--- config.mk ---
export PLATFORM = sky130hd
export DESIGN_NAME = digit_sequencer
export DESIGN_NICKNAME = d
export VERILOG_FILES = /design/src/rtl/digit_seq_pkg.sv /design/src/rtl/btn_debounce.sv /design/src/rtl/digit_sequencer.sv
export SDC_FILE = /design/constraint.sdc
export NUM_CORES = 1
export LEC_CHECK = 0
export ABC_AREA = 1
export CAP_MARGIN = 20
export CORE_ASPECT_RATIO = 0.8
export CORE_MARGIN = 3
export CORE_UTILIZATION = 61
export DETAILED_ROUTE_END_ITERATION = 10
export GPL_TIMING_DRIVEN = 0
export PLACE_DENSITY_LB_ADDON = 0.12
export SYNTH_ARGS = -nofsm -noshare
export SYNTH_HDL_FRONTEND = slang
export SYNTH_SLANG_ARGS = --single-unit
--- constraint.sdc ---
create_clock -name clk -period 1.9 [get_ports clk]
set_input_delay 0.38 -clock clk [delete_from_list [all_inputs] [get_ports clk]]
set_output_delay 0.38 -clock clk [all_outputs]
set_load 0.005 [all_outputs]
--- src/rtl/digit_seq_pkg.sv ---
// Shared widths, FSM state encoding and count-direction codes for the
// seven-segment digit sequencer.
package digit_seq_pkg;

  localparam int DIGIT_W = 4;

  typedef enum logic {
    ST_RUNNING = 1'b0,
    ST_PAUSED  = 1'b1
  } state_t;

  localparam logic DIR_UP   = 1'b0;
  localparam logic DIR_DOWN = 1'b1;

endpackage

--- src/rtl/btn_debounce.sv ---
// Debounces one synchronized pushbutton and emits a registered one-cycle
// press pulse in the cycle after the debounced level rises.
module btn_debounce #(
  parameter int DEBOUNCE_CYCLES = 65536
) (
  input  logic clk,
  input  logic rst,
  input  logic in_sync,
  output logic level,
  output logic press
);

  localparam int CNT_W = (DEBOUNCE_CYCLES > 1) ? $clog2(DEBOUNCE_CYCLES) : 1;
  localparam logic [CNT_W-1:0] CNT_LAST = CNT_W'(DEBOUNCE_CYCLES - 1);

  logic [CNT_W-1:0] cnt;
  logic             level_d;

  // The count only runs while the input disagrees with the accepted level,
  // so any bounce back to the accepted level restarts it from zero.
  always_ff @(posedge clk) begin
    if (rst) begin
      cnt     <= '0;
      level   <= 1'b0;
      level_d <= 1'b0;
      press   <= 1'b0;
    end else begin
      level_d <= level;
      press   <= level & ~level_d;
      if (in_sync == level) begin
        cnt <= '0;
      end else if (cnt == CNT_LAST) begin
        level <= in_sync;
        cnt   <= '0;
      end else begin
        cnt <= cnt + CNT_W'(1);
      end
    end
  end

endmodule

--- src/rtl/digit_sequencer.sv ---
// Produces the 4-bit digit for the seg7 decoder: exact-period prescaler,
// up/down wrap at MAX_DIGIT, debounced run/pause and single-step buttons.
module digit_sequencer
  import digit_seq_pkg::*;
#(
  parameter int TICK_DIV        = 10000000,
  parameter int MAX_DIGIT       = 6,
  parameter int DEBOUNCE_CYCLES = 65536
) (
  input  logic               clk,
  input  logic               rst,
  input  logic               btn_run_raw,
  input  logic               btn_step_raw,
  input  logic               dir_raw,
  output logic [DIGIT_W-1:0] digit,
  output logic               tick,
  output logic               wrap,
  output logic               running
);

  localparam int                 PRESC_W    = $clog2(TICK_DIV);
  localparam logic [PRESC_W-1:0] PRESC_LAST = PRESC_W'(TICK_DIV - 1);
  localparam logic [DIGIT_W-1:0] MAX_D      = DIGIT_W'(MAX_DIGIT);

  logic [2:0] sync_meta, sync_q;
  logic       run_level, step_level, run_press, step_press, dir_sync;
  logic       unused_levels;

  state_t             state, state_next;
  logic [PRESC_W-1:0] presc, presc_next;
  logic [DIGIT_W-1:0] digit_next;
  logic               wrap_next, terminal, advance;

  // Bit order: {dir, step, run}.
  always_ff @(posedge clk) begin
    if (rst) begin
      sync_meta <= '0;
      sync_q    <= '0;
    end else begin
      sync_meta <= {dir_raw, btn_step_raw, btn_run_raw};
      sync_q    <= sync_meta;
    end
  end

  assign dir_sync      = sync_q[2];
  assign unused_levels = run_level ^ step_level;

  btn_debounce #(.DEBOUNCE_CYCLES(DEBOUNCE_CYCLES)) u_run_db (
    .clk     (clk),
    .rst     (rst),
    .in_sync (sync_q[0]),
    .level   (run_level),
    .press   (run_press)
  );

  btn_debounce #(.DEBOUNCE_CYCLES(DEBOUNCE_CYCLES)) u_step_db (
    .clk     (clk),
    .rst     (rst),
    .in_sync (sync_q[1]),
    .level   (step_level),
    .press   (step_press)
  );

  assign terminal = (state == ST_RUNNING) && (presc == PRESC_LAST);
  assign advance  = terminal || ((state == ST_PAUSED) && step_press);

  // The prescaler only free-runs while staying in RUNNING; any pause or
  // resume restarts it so the next tick is a full period away.
  always_comb begin
    state_next = state;
    presc_next = '0;
    digit_next = digit;
    wrap_next  = 1'b0;
    if (run_press) begin
      state_next = (state == ST_RUNNING) ? ST_PAUSED : ST_RUNNING;
    end
    if ((state == ST_RUNNING) && (state_next == ST_RUNNING) && !terminal) begin
      presc_next = presc + PRESC_W'(1);
    end
    if (advance) begin
      if (dir_sync == DIR_DOWN) begin
        if (digit == '0) begin
          digit_next = MAX_D;
          wrap_next  = 1'b1;
        end else begin
          digit_next = digit - DIGIT_W'(1);
        end
      end else begin
        if (digit >= MAX_D) begin
          digit_next = '0;
          wrap_next  = 1'b1;
        end else begin
          digit_next = digit + DIGIT_W'(1);
        end
      end
    end
  end

  always_ff @(posedge clk) begin
    if (rst) begin
      state <= ST_RUNNING;
      presc <= '0;
      digit <= '0;
      tick  <= 1'b0;
      wrap  <= 1'b0;
    end else begin
      state <= state_next;
      presc <= presc_next;
      digit <= digit_next;
      tick  <= advance;
      wrap  <= wrap_next;
    end
  end

  assign running = (state == ST_RUNNING);

endmodule

==> results.toml, run 1 <==
[timing]
worst_pin_slew_ps = 405
fin_crit_sh_pct = 92.1
finClkSkew_ps = 7.18
setup_failing_eps_final = 0
setup_total_negative_slack_ps = 0
relSlewSlack_pct = 72.8
achievable-frequency_mhz = 571
finalHoldViolations = 0
minimum_clock_period_ps = 1750
timing.final.max_slew_violations = 0
setup_ws_ps = 150
rsz0062_at_grt = "no"

[placed_design]
post_dp_cell_area_um2 = 3810
pre_cts_slack_ps = 50.7
globalplace.congestion = 0.934
place_hpwl_um = 4860
port_buffers = 11
place_inst = 601

[global_route]
grt_first_pass_wirelength_um = 11900
grt_antenna_before_repair = 0
first_global_vias = 2798
global_route.usage.total_pct = 21.3
grt_remaining_overflow = 0
grt_start_max_net_pins = 13

[detailed_routing]
routed_wirelength_um = 6830
detailroute.via_count = 3101
post_drt_via_cell_ratio = 5.03
ant_nets = 0
avgRoutedWirePerCell_um = 11.1
number_of_drc_markers_after_the_initial_detailed_route_iteration = 140
drt_pass1_iterations = 4
remaining_drc_errors = 0

[pwr]
irDropWorstVdd_mv = 0.586
p_leak_nw = 1.52
p_per_area_nw_per_um2 = 744

[synth]
postSynthRegisterBits = 75
synth_enable_flop_cells = 0
asyncSetResetFlopFracSynth_pct = 0
synth.cell_area_um2 = 3600
synth_fp_nets = 524
synth_ff_type = "dfxtp_1"
synth_cell_types = 33
synthesis.instances = 512
yosysSeqAreaShare_pct = 41.7
avgSynthCellArea_um2 = 7.04
yosysWarningCount = 0

[layout]
multiInputGateArea_um2 = 1760
n_antenna_cell = 0
layout.area.seq_um2 = 1500
layout-drive-gt1-share_pct = 8.91
final_core_util_pct = 72.2
final_design_area_no_fill_um2 = 4030
layoutNonFillerInstCount = 617
fin_nets = 546
area_delta_synth_final_pct = 11.9
fillCellCount = 488

[floorplanning]
io_pins = 12
start_util_pct = 64.5
die_x_um = 91.9
die_area_um2 = 6870
num_rows = 24
die_height_um = 74.7
fp.coreArea_um2 = 5590

[worst_setup_path]
worst_ep_arrival_time_ps = 2010
launching_element_of_the_worst_setup_path = "presc[0]"
worstPathMaxFanout = 10
timing.critical_path.from_type = "flip-flop"
timing.critical_path.cells = "ha_1 > nand2_1 > nor2_1 > nand2_1 > nor2_1 > nand2_2 > nand3_2 > buf_6 > a21oi_1"
endpoint_kind = "flip-flop"
stage_delay_of_the_slowest_cell_on_the_critical_path_ps = 350
crit-reg2reg-launch = "presc[0]"
criticalPathCategory = "flip-flop to flip-flop"
crit_path_required_time_ps = 2160
cpMaxStageDelayCell = "dfxtp_2"

[clocking]
clk_path_buf_depth = 2
clkTransAtPathRegs_ps = 70
htreeDepth = 3
cts_inserted_buffers = 9
cts-root-buf = "clkbuf_8"
worst_skew_pair.late_latency_ps = 340
clock_sinks = 75
cts_tree = "done"

[worst_hold_path]
hold_path.class = "flip-flop to flip-flop"
worst_hold_startpoint = "u_step_db.level_d"

[run_status]
run_status = "complete, no violations"

[run]
cap_viol_max_count = 0
[synth_stat cells (4+ instances only)]
library cell / n / area share, %
a21oi_2: 4 / 0.97
nor3_1: 22 / 3.1
a21oi_1: 20 / 2.8
nand4_1: 11 / 1.9
nor2_1: 94 / 9.8
nand3_1: 24 / 3.3
xor2_1: 15 / 3.6
nand2_2: 4 / 0.69
inv_2: 6 / 0.63
o21ai_1: 4 / 0.56
or2_0: 4 / 0.69
o21ai_0: 7 / 0.97
xnor2_1: 6 / 1.5
ha_1: 7 / 2.4
inv_1: 70 / 7.3
dfxtp_1: 75 / 42
nand2_1: 112 / 12
nor2_2: 6 / 1.0
[cell families after synthesis]
| group | after synthesis | synth area share [%] |
|---|---|---|
| xor gates and xnor gates | 21 | 5.11 |
| DFF | 75 | 41.7 |
| adders and majority gates | 7 | 2.43 |
| and+or+nand+nor | 289 | 35.4 |
| AOI/OAI and AO/OA | 38 | 5.87 |
| buffers and inverters | 82 | 9.52 |
[power breakdown]
part           switching, mW  internal (mW)
Combinational         0.0385         0.0276
Sequential           0.00934           1.58
Clock                  0.561          0.777
[registers in the layout, summed over array words and instances, names as in the netlist, 3 cells and up]
signal and count:
presc 24, sync_meta 3, u_step_db.cnt 16, u_run_db.cnt 16, digit 4, sync_q 3
[timing repair]
action | CTS | global route
hold buffers | 0 | 0
endpoints found under the setup margin | 0 | 20
hold endpoints to repair | 0 | 0
resized for setup | 0 | 1
buffers inserted | 0 | 0
[final timing paths]
path	to	slack [ps]	cells after the start
worst min-delay path	u_step_db.press	390	1
worst min register to register	u_step_db.press	390	1
worst max register to register	presc[17]	150	9
worst max-delay path	presc[17]	150	9
[layout by cell type, fill, tap and decap left out, types with 2 or more instances in the layout]
cell	count
nand2_1	112
nor2_1	94
dfxtp_1	74
inv_1	70
nand3_1	24
nor3_1	22
a21oi_1	20
xor2_1	15
nand4_1	11
clkdlybuf4s50_1	11
clkbuf_8	10
o21ai_0	7
ha_1	7
xnor2_1	6
inv_2	6
nor2_2	6
nand2_2	4
o21ai_1	4
or2_0	4
a21oi_2	4
clkbuf_1	3
nand3b_1	3
nand3_2	2
buf_6	2
nor2_4	2
or2_2	2
bufinv_16	2
[per-stage QoR]
stage	hold WS, ps	total power, mW
after floorplan	373	1.67
after global placement	378	1.70
after detailed placement	380	1.70
after CTS	391	3.03
after global routing	413	3.12
final	391	3.00
[worst max-delay path, delay by kind of cell, from the launching register on]
family                   cells  cell delay (ps)
adder cells (fa/ha/maj)      1              210
buffers and inverters        1              210
AND/OR/NAND/NOR              6              780
AO/OA/AOI/OAI                1              130
flip-flops                   1              350
[layer usage]
| layer | GRT usage [%] | up-vias | share of wire (%) |
|---|---|---|---|
| met5 | 0 | - | 0 |
| li1 | - | 1639 | - |
| met3 | 6.59 | 6 | 5.2 |
| met1 | 27.8 | 1385 | 48 |
| met2 | 34.6 | 71 | 46 |
| met4 | 6.26 | 0 | 0.81 |
[cell type report]
class / instances / share of cell area (%)
Tap cell: 78 / 2.42
Inverter: 77 / 7.17
Clock inverter: 4 / 1.83
Sequential cell: 75 / 37.3
Clock buffer: 12 / 3.60
Timing Repair Buffer: 11 / 2.73
Multi-Input combinational cell: 355 / 43.6
Buffer: 5 / 1.33
No activity file was read; power rests on OpenSTA's default activity.
==> run 2: changes to the inputs <==
--- a/config.mk
+++ b/config.mk
@@ -6,13 +6,15 @@
 export NUM_CORES = 1
 export LEC_CHECK = 0
 export ABC_AREA = 1
-export CAP_MARGIN = 20
+export CAP_MARGIN = 25
 export CORE_ASPECT_RATIO = 0.8
 export CORE_MARGIN = 3
 export CORE_UTILIZATION = 61
 export DETAILED_ROUTE_END_ITERATION = 10
 export GPL_TIMING_DRIVEN = 0
+export MAX_ROUTING_LAYER = met4
 export PLACE_DENSITY_LB_ADDON = 0.12
+export SETUP_SLACK_MARGIN = 0.15
 export SYNTH_ARGS = -nofsm -noshare
 export SYNTH_HDL_FRONTEND = slang
 export SYNTH_SLANG_ARGS = --single-unit
==> run 2 against run 1 <==
Wire length down 1.2%. Sequential power hardly changed. Worst setup slack better by 92 ps. Hold slack worse by 6.6 ps.
==> results.toml, run 2 (synthesis gave the netlist of run 1 again) <==
[layout]
largest_register_ffs = 24
max_flop_register = "presc"
layout.area.seq_um2 = 1500
final_cell_mix = "nand2_1 (111), nor2_1 (94), dfxtp_1 (73)"
area_delta_synth_final_pct = 13.4
final_common_cell = "nand2_1"
biggestRegsByFlops = "presc: 24 flops, u_run_db.cnt: 16 flops, u_step_db.cnt: 16 flops"
fin_nets = 547
fillCellCount = 469
layout-drive-gt1-share_pct = 9.81
multiInputGateArea_um2 = 1770
n_antenna_cell = 0

[worst_setup_path]
timing.critical_path.from_type = "flip-flop"
endpoint_kind = "output port"
timing.critical_path.cells = "clkdlybuf4s50_1"
critPathBufInv = 1
critPathTopFamily = "buffers and inverters"
worstPathMaxFanout = 5
cpMaxStageDelayCell = "clkdlybuf4s50_1"
worst_ep_arrival_time_ps = 1280
stage_delay_of_the_slowest_cell_on_the_critical_path_ps = 530
criticalPathCategory = "flip-flop to output port"
crit_path_required_time_ps = 1520

[timing]
setup_failing_eps_final = 0
finClkSkew_ps = 10.0
finalHoldWorstSlack_ps = 385
setup_ws_ps = 242
worst_pin_slew_ps = 418
fin_crit_sh_pct = 87.3
relSlewSlack_pct = 72.1
timing.final.max_slew_violations = 0
rsz0062_at_grt = "yes"
minimum_clock_period_ps = 1660
finalHoldViolations = 0
achievable-frequency_mhz = 603
setup_total_negative_slack_ps = 0

[clocking]
clock_sinks = 75
cts_tree = "done"
clk_path_buf_depth = 2
cts_hold_buffers = 0
clkTransAtPathRegs_ps = 80
worst_skew_pair.late_latency_ps = 350
cts-root-buf = "clkbuf_8"
cts_inserted_buffers = 9
htreeDepth = 3

[placed_design]
globalplace.congestion = 0.954
place_hpwl_um = 4920
pre_cts_slack_ps = 49.3
port_buffers = 11

[floorplanning]
die_height_um = 74.7
start_util_pct = 64.5
fp.coreArea_um2 = 5590
io_pins = 12
die_x_um = 91.9
num_rows = 24
die_area_um2 = 6870

[detailed_routing]
routed_wirelength_um = 6750
ant_nets = 0
avgRoutedWirePerCell_um = 10.9
detailroute.via_count = 3085
number_of_drc_markers_after_the_initial_detailed_route_iteration = 216
remaining_drc_errors = 0
post_drt_via_cell_ratio = 4.99
drt_pass1_iterations = 4

[global_route]
first_global_vias = 2725
grt_remaining_overflow = 0
grt_first_pass_wirelength_um = 11400
global_route.usage.total_pct = 21.3
grt_antenna_before_repair = 0
grt_start_max_net_pins = 14

[pwr]
p_per_area_nw_per_um2 = 774
irDropWorstVdd_mv = 0.530
p_leak_nw = 1.54

[run_status]
run_status = "complete, no violations"

[worst_hold_path]
hold_path.class = "flip-flop to flip-flop"

[run]
cap_viol_max_count = 0
run 2: changes by cell type in the layout (fill, tap and decap cells not counted):
cell	before	now
buf_4	1	2
bufinv_16	2	3
clkbuf_1	3	1
clkinv_4	1	2
dfxtp_1	74	73
dfxtp_2	1	2
nand2_1	112	111
nand2_4	1	2
nand3_2	2	1
nand3_4	0	1
run 2: repair_timing:
action / in CTS / in global routing
resized for setup: 0 / 5
setup buffers: 0 / 1
setup endpoints to repair: 0 / 46
run 2: metal layers:
layer  share of wire [%]  vias up  wire (um)  GRT usage (%)
met1                  49     1386       3330           26.0
met4                 1.2        0         83           8.24
met5                   0        -          0              -
li1                    -     1638          -              -
met2                  45       55       3030           33.7
met3                 4.4        6        300           6.19
run 2: stage by stage:
stage	area, um2	total power [mW]	std cells	util [%]
after global placement	3810	1.69	601	68.2
after detailed placement	3810	1.70	601	68.2
after floorplan	3600	1.67	512	-
after global routing	4090	3.27	618	73.1
final	4090	3.16	618	73.1
after CTS	4060	3.20	617	72.7
run 2: power by group:
part           switching [mW]  leakage [nW]  internal (mW)
clock                   0.591         0.126          0.910
combinational          0.0389         0.809         0.0285
sequential            0.00976         0.607           1.58
run 2: layout make-up:
type	count	share of cell area, %
clock buffers	10	3.37
multi-input cells	355	43.4
clock inverters	6	2.76
repair buffers	12	2.88
plain buffers	5	1.32
flip-flops and latches	75	36.8
well taps	78	2.39
inverters	77	7.08
run 2: worst paths after layout:
kind | startpoint | end | slack [ps] | depth (start not counted)
min reg2reg | u_run_db.level_d | u_run_db.press | 380 | 1
min | u_run_db.level_d | u_run_db.press | 380 | 1
max reg2reg | u_run_db.cnt[0] | u_run_db.cnt[12] | 270 | 9
max | digit[1] | digit[1] | 240 | 1
==> run 3: changes to the inputs <==
--- a/config.mk
+++ b/config.mk
@@ -9,7 +9,7 @@
 export CAP_MARGIN = 25
 export CORE_ASPECT_RATIO = 0.8
 export CORE_MARGIN = 3
-export CORE_UTILIZATION = 61
+export CORE_UTILIZATION = 40
 export DETAILED_ROUTE_END_ITERATION = 10
 export GPL_TIMING_DRIVEN = 0
 export MAX_ROUTING_LAYER = met4
==> run 3 against run 2 <==
Register-to-register slack barely moved. Fmax barely moved. Die area rose by 48%. Utilization fell by 25 points. Critical endpoint is now digit[2].
==> results.toml, run 3 (synthesis gave the netlist of run 1 again) <==
[pwr]
final_total_power_mw = 3.34
irDropWorstVdd_mv = 0.655
p_leak_nw = 1.56
p_per_area_nw_per_um2 = 797

[worst_setup_path]
timing.critical_path.from_type = "flip-flop"
worst_ep_arrival_time_ps = 1280
endpoint_kind = "output port"
crit-reg2reg-launch = "u_run_db.cnt[0]"
stage_delay_of_the_slowest_cell_on_the_critical_path_ps = 530
timing.rr.end = "u_run_db.cnt[12]"
worstPathMaxFanout = 6
crit_path_required_time_ps = 1520
criticalPathCategory = "flip-flop to output port"
cpMaxStageDelayCell = "clkdlybuf4s50_1"
reg2reg_depth = 9
critPathBufInv = 1
reg2reg_slack_ps = 270
critPathTopFamily = "buffers and inverters"
timing.critical_path.cells = "clkdlybuf4s50_1"

[worst_hold_path]
min_delay_path_depth = 1
worst_hold_startpoint = "u_step_db.level_d"
hold_path.class = "flip-flop to flip-flop"
holdPathEnd = "u_step_db.press"

[layout]
max_flop_register = "presc"
layout-drive-gt1-share_pct = 9.80
final_common_cell = "nand2_1"
final_cell_mix = "nand2_1 (111), nor2_1 (91), dfxtp_1 (73)"
n_antenna_cell = 0
fin_nets = 548
fillCellCount = 868
largest_register_ffs = 24
final_design_area_no_fill_um2 = 4200
final_core_util_pct = 48.6
biggestRegsByFlops = "presc: 24 flops, u_run_db.cnt: 16 flops, u_step_db.cnt: 16 flops"
area_delta_synth_final_pct = 16.5
layoutNonFillerInstCount = 653

[run]
cap_viol_max_count = 0

[global_route]
gr-max-usage-layer = "met2"
grt_remaining_overflow = 0
grt_first_pass_wirelength_um = 12200
grt_start_max_net_pins = 12
global_route.usage.total_pct = 15.0
grt_antenna_before_repair = 0
grt.met3_usage_pct = 5.43
met1_grt_util_pct = 20.5
first_global_vias = 2711
grt_use_met2_pct = 21.3

[placed_design]
port_buffers = 11
globalplace.congestion = 0.858
place_hpwl_um = 5310
post_dp_cell_area_um2 = 3850
place_inst = 635

[clocking]
worst_skew_pair.late_latency_ps = 330
clkTransAtPathRegs_ps = 60
cts_tree = "done"
cts-root-buf = "clkbuf_16"
cts_hold_buffers = 0
htreeDepth = 3
clock_sinks = 75
clk_path_buf_depth = 2
cts_inserted_buffers = 9

[floorplanning]
io_pins = 12
num_rows = 30
start_util_pct = 41.7
die_x_um = 112
die_height_um = 90.9
die_area_um2 = 10200
fp.coreArea_um2 = 8630

[timing]
worst_pin_slew_ps = 430
relSlewSlack_pct = 71.2
fin_crit_sh_pct = 87.3
finClkSkew_ps = 4.42
rsz0062_at_grt = "no"
setup_failing_eps_final = 0
setup_total_negative_slack_ps = 0
finalHoldViolations = 0
timing.final.max_slew_violations = 0
minimum_clock_period_ps = 1660
achievable-frequency_mhz = 603

[detailed_routing]
number_of_drc_markers_after_the_initial_detailed_route_iteration = 126
ant_nets = 0
post_drt_via_cell_ratio = 4.71
drt_pass1_iterations = 4
routed_wirelength_um = 7180
avgRoutedWirePerCell_um = 11.0
remaining_drc_errors = 0
detailroute.via_count = 3077

[run_status]
run_status = "complete, no violations"
[run 3: cell count changes in the layout (fill, tap and decap cells not counted), sizes merged]
cell / before / now
buf: 5 / 6
bufinv: 3 / 1
clkbuf: 11 / 15
clkinv: 4 / 2
[run 3: stage by stage]
stage,hold WS [ps],setup slack (ps)
2_1_floorplan,373,407
3_3_place_gp,378,45.3
3_5_place_dp,382,30.1
4_1_cts,390,156
5_1_grt,419,150
6_report,385,241
[run 3: power breakdown]
group | leakage, nW | internal (mW) | switching [mW] | total (mW)
registers | 0.606 | 1.59 | 0.00927 | 1.60
logic | 0.816 | 0.0323 | 0.0412 | 0.0734
clock network | 0.141 | 1.05 | 0.621 | 1.67
[run 3: per-layer routing]
metal	vias to the layer above	wire length, um
li1	1644	-
met1	1382	3760
met2	45	3040
met3	6	344
met4	0	41
met5	-	0
[run 3: layout make-up]
class                   instances  area (um2)  area share [%]
clock inverters                 2        35.0           0.835
well taps                     112         140            3.34
multi-input cells             355        1790            42.6
plain buffers                   5        61.3            1.46
inverters                      77         289            6.89
clock buffers                  14         254            6.05
flip-flops and latches         75        1500            35.8
repair buffers                 13         125            2.98
[run 3: what timing repair did]
item | in CTS | in global routing
pin swaps | 0 | 2
buffers inserted | 0 | 2
gates resized for setup | 1 | 10
endpoints found under the setup margin | 20 | 49
[run 3: worst max-delay path by stage]
stage / slack [ps] / cells past startpoint / endpoint / startpoint
2_1_floorplan: 410 / 9 / u_run_db.cnt[9] / u_run_db.cnt[0]
3_3_place_gp: 50 / 7 / u_run_db.cnt[9] / rst
3_5_place_dp: 30 / 7 / u_run_db.cnt[7] / rst
4_1_cts: 160 / 9 / presc[12] / presc[0]
5_1_grt: 150 / 9 / u_step_db.cnt[10] / u_step_db.cnt[0]
6_report: 240 / 1 / digit[2] / digit[2]
